**config.mk**
```make
export PLATFORM = sky130hd
export DESIGN_NAME = spi_flash_arbiter
export DESIGN_NICKNAME = d
export VERILOG_FILES = /design/src/rtl/spi_flash_arb_pkg.sv /design/src/rtl/arb_port_cache.sv /design/src/rtl/spi_flash_arbiter.sv
export SDC_FILE = /design/constraint.sdc
export NUM_CORES = 1
export LEC_CHECK = 0
export ABC_AREA = 0
export CORE_MARGIN = 2
export CORE_UTILIZATION = 56
export CTS_CLUSTER_SIZE = 25
export DETAILED_ROUTE_END_ITERATION = 12
export PLACE_DENSITY_LB_ADDON = 0.25
export SYNTH_ARGS = -nofsm -noshare
export SYNTH_HDL_FRONTEND = slang
export SYNTH_SLANG_ARGS = --single-unit
```
**constraint.sdc**
```tcl
create_clock -name clk -period 12.55 [get_ports clk]
set_clock_uncertainty 0.05 [all_clocks]
set_input_delay 2.51 -clock clk [delete_from_list [all_inputs] [get_ports clk]]
set_output_delay 2.51 -clock clk [all_outputs]
set_load 0.02 [all_outputs]
```
**src/rtl/spi_flash_arb_pkg.sv**
```systemverilog
// Shared types and constants for the SPI flash read-engine arbiter.
package spi_flash_arb_pkg;

  typedef enum logic [1:0] {IDLE, ISSUE, WAIT, RESP} arb_state_t;

  localparam int PORT_IF   = 0;
  localparam int PORT_LD   = 1;
  localparam int NUM_PORTS = 2;

endpackage

```
**src/rtl/arb_port_cache.sv**
```systemverilog
// One-entry last-address cache for a single arbiter port: tag/data/valid,
// hit compare, fill write and invalidate.
module arb_port_cache
  import spi_flash_arb_pkg::*;
#(
  parameter int ADDR_W = 16,
  parameter int DATA_W = 16
) (
  input  logic              clk,
  input  logic              rst,
  input  logic              req,
  input  logic [ADDR_W-1:0] addr,
  input  logic              inval,
  input  logic              wr_en,
  input  logic              wr_valid,
  input  logic [ADDR_W-1:0] wr_addr,
  input  logic [DATA_W-1:0] wr_data,
  output logic              hit,
  output logic [DATA_W-1:0] rd_data
);

  logic              valid_reg;
  logic [ADDR_W-1:0] tag_reg;
  logic [DATA_W-1:0] data_reg;

  always_ff @(posedge clk or posedge rst) begin
    if (rst) begin
      valid_reg <= 1'b0;
      tag_reg   <= '0;
      data_reg  <= '0;
    end else begin
      if (wr_en) begin
        tag_reg  <= wr_addr;
        data_reg <= wr_data;
      end
      // Invalidate wins over a same-cycle fill so a stale word never becomes valid.
      if (inval)
        valid_reg <= 1'b0;
      else if (wr_en)
        valid_reg <= wr_valid;
    end
  end

  assign hit     = req && valid_reg && (addr == tag_reg) && !inval;
  assign rd_data = data_reg;

endmodule

```
**src/rtl/spi_flash_arbiter.sv**
```systemverilog
// Shares one SPI flash read engine between the fetch and constant-load ports,
// with a per-port one-entry cache and fetch-priority arbitration bounded by a load starvation limit.
module spi_flash_arbiter
  import spi_flash_arb_pkg::*;
#(
  parameter int ADDR_W     = 16,
  parameter int DATA_W     = 16,
  parameter int STARVE_MAX = 4
) (
  input  logic              clk,
  input  logic              rst,
  input  logic              if_req,
  input  logic [ADDR_W-1:0] if_addr,
  output logic [DATA_W-1:0] if_data,
  output logic              if_ready,
  input  logic              ld_req,
  input  logic [ADDR_W-1:0] ld_addr,
  output logic [DATA_W-1:0] ld_data,
  output logic              ld_ready,
  input  logic              inval,
  output logic              eng_start,
  output logic [ADDR_W-1:0] eng_addr,
  input  logic              eng_busy,
  input  logic              eng_done,
  input  logic [DATA_W-1:0] eng_data,
  output logic              grant_ld
);

  arb_state_t state_reg, state_next;

  logic [NUM_PORTS-1:0] req_vec, hit_vec, miss_vec, wr_en_vec;
  logic [NUM_PORTS-1:0] ready_reg;
  logic [ADDR_W-1:0]    addr_vec   [NUM_PORTS];
  logic [DATA_W-1:0]    cache_data [NUM_PORTS];
  logic [DATA_W-1:0]    data_reg   [NUM_PORTS];
  logic                 owner_reg, pend_inval_reg;
  logic [3:0]           streak_reg;
  logic                 grant, grant_sel, fill;

  assign req_vec            = {ld_req, if_req};
  assign addr_vec[PORT_IF]  = if_addr;
  assign addr_vec[PORT_LD]  = ld_addr;
  assign miss_vec           = req_vec & ~hit_vec;

  genvar gi;
  generate
    for (gi = 0; gi < NUM_PORTS; gi++) begin : g_port
      assign wr_en_vec[gi] = fill && (int'(owner_reg) == gi);

      arb_port_cache #(
        .ADDR_W (ADDR_W),
        .DATA_W (DATA_W)
      ) u_cache (
        .clk      (clk),
        .rst      (rst),
        .req      (req_vec[gi]),
        .addr     (addr_vec[gi]),
        .inval    (inval),
        .wr_en    (wr_en_vec[gi]),
        .wr_valid (!pend_inval_reg),
        .wr_addr  (eng_addr),
        .wr_data  (eng_data),
        .hit      (hit_vec[gi]),
        .rd_data  (cache_data[gi])
      );
    end
  endgenerate

  always_ff @(posedge clk or posedge rst) begin
    if (rst) state_reg <= IDLE;
    else     state_reg <= state_next;
  end

  always_comb begin
    state_next = state_reg;
    grant      = 1'b0;
    grant_sel  = 1'b0;
    eng_start  = 1'b0;
    fill       = 1'b0;
    case (state_reg)
      IDLE: begin
        if (|miss_vec) begin
          grant = 1'b1;
          // Load wins only when it is the sole miss or has waited out the streak.
          if (!miss_vec[PORT_IF])
            grant_sel = 1'b1;
          else if (miss_vec[PORT_LD] && (streak_reg == 4'(STARVE_MAX)))
            grant_sel = 1'b1;
          state_next = ISSUE;
        end
      end
      ISSUE: begin
        if (!eng_busy) begin
          eng_start  = 1'b1;
          state_next = WAIT;
        end
      end
      WAIT: begin
        if (eng_done) begin
          fill       = 1'b1;
          state_next = RESP;
        end
      end
      RESP:    state_next = IDLE;
      default: state_next = IDLE;
    endcase
  end

  always_ff @(posedge clk or posedge rst) begin
    if (rst) begin
      ready_reg      <= '0;
      owner_reg      <= 1'b0;
      pend_inval_reg <= 1'b0;
      streak_reg     <= '0;
      eng_addr       <= '0;
      for (int i = 0; i < NUM_PORTS; i++) data_reg[i] <= '0;
    end else begin
      ready_reg <= '0;
      if (state_reg == IDLE) begin
        for (int i = 0; i < NUM_PORTS; i++) begin
          if (hit_vec[i]) begin
            ready_reg[i] <= 1'b1;
            data_reg[i]  <= cache_data[i];
          end
        end
      end
      // The ready of the fill is registered, so it appears during RESP.
      if (fill && req_vec[owner_reg]) begin
        ready_reg[owner_reg] <= 1'b1;
        data_reg[owner_reg]  <= eng_data;
      end

      if (grant) begin
        owner_reg      <= grant_sel;
        eng_addr       <= addr_vec[grant_sel];
        pend_inval_reg <= inval;
      end else if (state_reg != IDLE) begin
        pend_inval_reg <= pend_inval_reg | inval;
      end

      if (state_reg == IDLE) begin
        if (!ld_req || (grant && grant_sel))
          streak_reg <= '0;
        else if (grant && (streak_reg < 4'(STARVE_MAX)))
          streak_reg <= streak_reg + 4'd1;
      end
    end
  end

  assign if_ready = ready_reg[PORT_IF];
  assign ld_ready = ready_reg[PORT_LD];
  assign if_data  = data_reg[PORT_IF];
  assign ld_data  = data_reg[PORT_LD];
  assign grant_ld = owner_reg;

endmodule

```
==> results.tsv <==
stage	metric	value	unit
status	status	finished, final reports clean	
cts	hold buffers post-CTS	0	
synth	register area share after synthesis	55.2	%
synth	Unique masters post-synth	40	
global_routing	vias in the first global route	4140	
cells_and_area	Fill cells	686	
cts	clk_lat worst skew	0.51	ns
global_routing	first-pass GRT wire length	20600	µm
floorplanning	std cell rows	36	
flow_run	Max Cap Viol	0	
global_routing	grt ovf	0	
cells_and_area	most frequent cells in the layout	dfrtp_1 (124), clkdlybuf4s50_1 (106), mux2_2 (64), nor2_1 (57), a21oi_1 (53)	
placed_design	DP Worst Slack	6.34	ns
cts	clock sinks	124	
critical_path	critical path startpoint category	primary input	
timing	Max Clk Rate	161	MHz
power_and_ir_drop	Internal Dissipation	1.27	mW
cells_and_area	Finished Layout Cells	716	
placed_design	Detail Placement HPWL	7930	µm
floorplanning	die area	10900	µm²
critical_path	required time of the critical path	9.99	ns
route	post-route antenna net violation count	0	
cells_and_area	layout cells sized above 1	19.7	%
timing	period utilization	49.4	%
cts	CTS clock-pin slew for the worst setup and hold paths	0.06	ns
cells_and_area	fin nets	630	
power_and_ir_drop	P_sw	650	µW
power_and_ir_drop	Clk pwr share	25.7	%
route	vias per cell	5.46	
placed_design	Inst Count DP	684	
critical_path	R2R depth	7	
cts	# resized after CTS	0	
cts	htree depth	4	
hold_path	Hold Path Depth	1	
global_routing	largest net degree at the start of global routing	67	
critical_path	crit-path max FO	2	
route	router iterations before antenna repair	4	
cts	CTS Buf Count	17	
power_and_ir_drop	Max VDD drop	156	µV
critical_path	Cell Chain, Critical Path	clkdlybuf4s50_1 -> nor2b_1 -> clkdlybuf4s50_1	
hold_path	Hold EP	streak_reg[0]$_DFFE_PP0P_	
floorplanning	Die W	104	µm
timing	minimum clock period	6.20	ns
timing	Slew Viols, Final	0	
critical_path	critical path depth in cells	3	
route	final wirelength	12300	µm
timing	Worst Tran Pin Value	0.993	ns
floorplanning	Core ar.	9770	µm²
route	DR WL/cell	17.2	µm
hold_path	min-delay src	streak_reg[0]$_DFFE_PP0P_	
synth	yosys warns	0	
timing	RSZ-0062 raised after global routing	no	
route	via count	3911	
synth	FF+latch count, synth	124	
cts	deepest clock path buffer count	2	
synth	post-synthesis cell area	5630	µm²
cts	Post-CTS Setup Inserts	0	
synth	post-synthesis area per instance	12.2	µm²
critical_path	CP bufs+invs	2	
global_routing	Tot GR Track Use	24.3	%
hold_path	worst min path class	reg -> reg	
power_and_ir_drop	sw frac	33.9	%
route	First DRT Iteration DRCs	138	
global_routing	initial antenna violation count	0	
timing	Final setup viols	0	
synth	Synth Flop Type	dfrtp_1	
placed_design	RePlAce Congestion	0.822	
timing	Fin. Hold Viols	0	
synth	Post-Synthesis Cells	462	
cells_and_area	commonest non-fill, non-tap cell in the layout	dfrtp_1	
floorplanning	Initial Utilization	57.6	%
synth	EDFF count, synth	0	
floorplanning	io pins	107	
critical_path	Crit Path Category	in -> out	
synth	post-synth net total	522	
floorplanning	Vert. Die Dim	104	µm
power_and_ir_drop	Seq pwr share	37.8	%
critical_path	most used cell, CP	clkdlybuf4s50_1	
cts	Root Driver	clkbuf_8	
critical_path	critical path's largest stage delay	0.60	ns
cts	CTS tree	yes	
cells_and_area	n_diodes	0	
critical_path	Crit-path slowest cell	clkdlybuf4s50_1	
critical_path	reg2reg end	ld_data[4]$_DFF_PP0_	
power_and_ir_drop	pwr/cell area	260	nW/µm²
placed_design	number of buffers added on ports	106	
cells_and_area	Area Overhead vs Synth	31.2	%
route	drc violations	0	
critical_path	Top Family by Delay on Critical Path	buffers and inverters	
timing	Slew HR	33.7	%
synth	FFs w/ async S/R, synth	100	%
timing	TNS Setup	0	ns
critical_path	Register-to-Register Setup Slack	10.09	ns
timing	setup ws final	6.35	ns
critical_path	Worst R2R Start	g_port[1].u_cache.tag_reg[14]$_DFFE_PP0P_	
critical_path	Critical Path AT	3.64	ns
power_and_ir_drop	leakage	3.42	nW
power_and_ir_drop	combinational share of power	36.5	%
critical_path	crit end category	primary output	
==> worst max path at each step <==
stage / start / end / slack [ns]
after detailed placement: eng_busy / eng_start / 6.34
final: eng_busy / eng_start / 6.35
after global placement: eng_busy / eng_start / 6.34
after CTS: eng_busy / eng_start / 6.34
after global routing: eng_busy / eng_start / 6.28
after floorplan: rst / eng_addr[0]$_DFFE_PP0P_ / 6.69
==> layer usage <==
layer	vias to the layer above	routed length [µm]	GRT usage [%]
li1	1831	-	-
met1	1965	5250	30.1
met2	99	6440	41.2
met3	16	506	5.64
met4	0	155	10.2
met5	-	0	0
==> logic make-up after synthesis <==
| family | Yosys count | synth area share (%) |
|---|---|---|
| AOI/OAI and AO/OA | 67 | 6.52 |
| xor gates and xnor gates | 32 | 4.98 |
| adders and majority gates | 5 | 1.11 |
| buffers and inverters | 35 | 3.18 |
| DFF | 124 | 55.2 |
| muxes | 113 | 21.6 |
| and+or+nand+nor | 86 | 7.50 |
==> cell type report <==
type                            instances  area [µm²]  area share [%]
Sequential cell                       124        3100            42.0
Multi-Input combinational cell        303        2360            31.9
Timing Repair Buffer                  112        1110            15.0
Tap cell                              133         166            2.25
Inverter                               12        47.5           0.644
Clock buffer                           17         414            5.61
Clock inverter                         15         188            2.54
==> worst reg2reg max path, stage by stage (launching register included) <==
cell and delay, ns:
dfrtp_1 0.39, xor2_1 0.18, nor4_2 0.42, nand3_1 0.16
nor4_2 0.30, nand2_2 0.44, mux2i_1 0.31, a21oi_1 0.09
==> power by group through the flow <==
stage / registers (mW) / logic [mW] / clock network [mW]
2_1_floorplan: 0.794 / 0.350 / 0
3_3_place_gp: 0.713 / 0.678 / 0
3_5_place_dp: 0.726 / 0.698 / 0
4_1_cts: 0.724 / 0.707 / 0.501
5_1_grt: 0.748 / 0.758 / 0.520
6_report: 0.724 / 0.700 / 0.493
==> metrics by stage <==
stage	hold WS, ns	total power [mW]	cell area [µm²]	utilization (%)
after CTS	0.457	1.93	7380	75.5
after global placement	0.435	1.39	6780	69.4
after detailed placement	0.444	1.42	6780	69.4
after global routing	0.475	2.03	7380	75.5
after floorplan	0.420	1.14	5630	-
final	0.455	1.92	7380	75.5
==> cell usage after synthesis (2+ instances only) <==
cell,count,area [µm²]
nand3_1,5,25.0
mux2_2,64,721
a21oi_1,54,270
nor4_2,3,37.5
nand4_1,6,37.5
inv_1,12,45.0
o21ai_0,2,10.0
a21o_1,2,15.0
nand2_1,4,15.0
mux2i_1,48,480
nor2_1,57,214
buf_2,5,25.0
xnor2_1,15,131
clkbuf_1,14,52.6
dfrtp_1,124,3100
xor2_1,17,149
buf_6,2,22.5
ha_1,5,62.6
o22ai_1,2,12.5
Power figures use the tool's default switching activity.
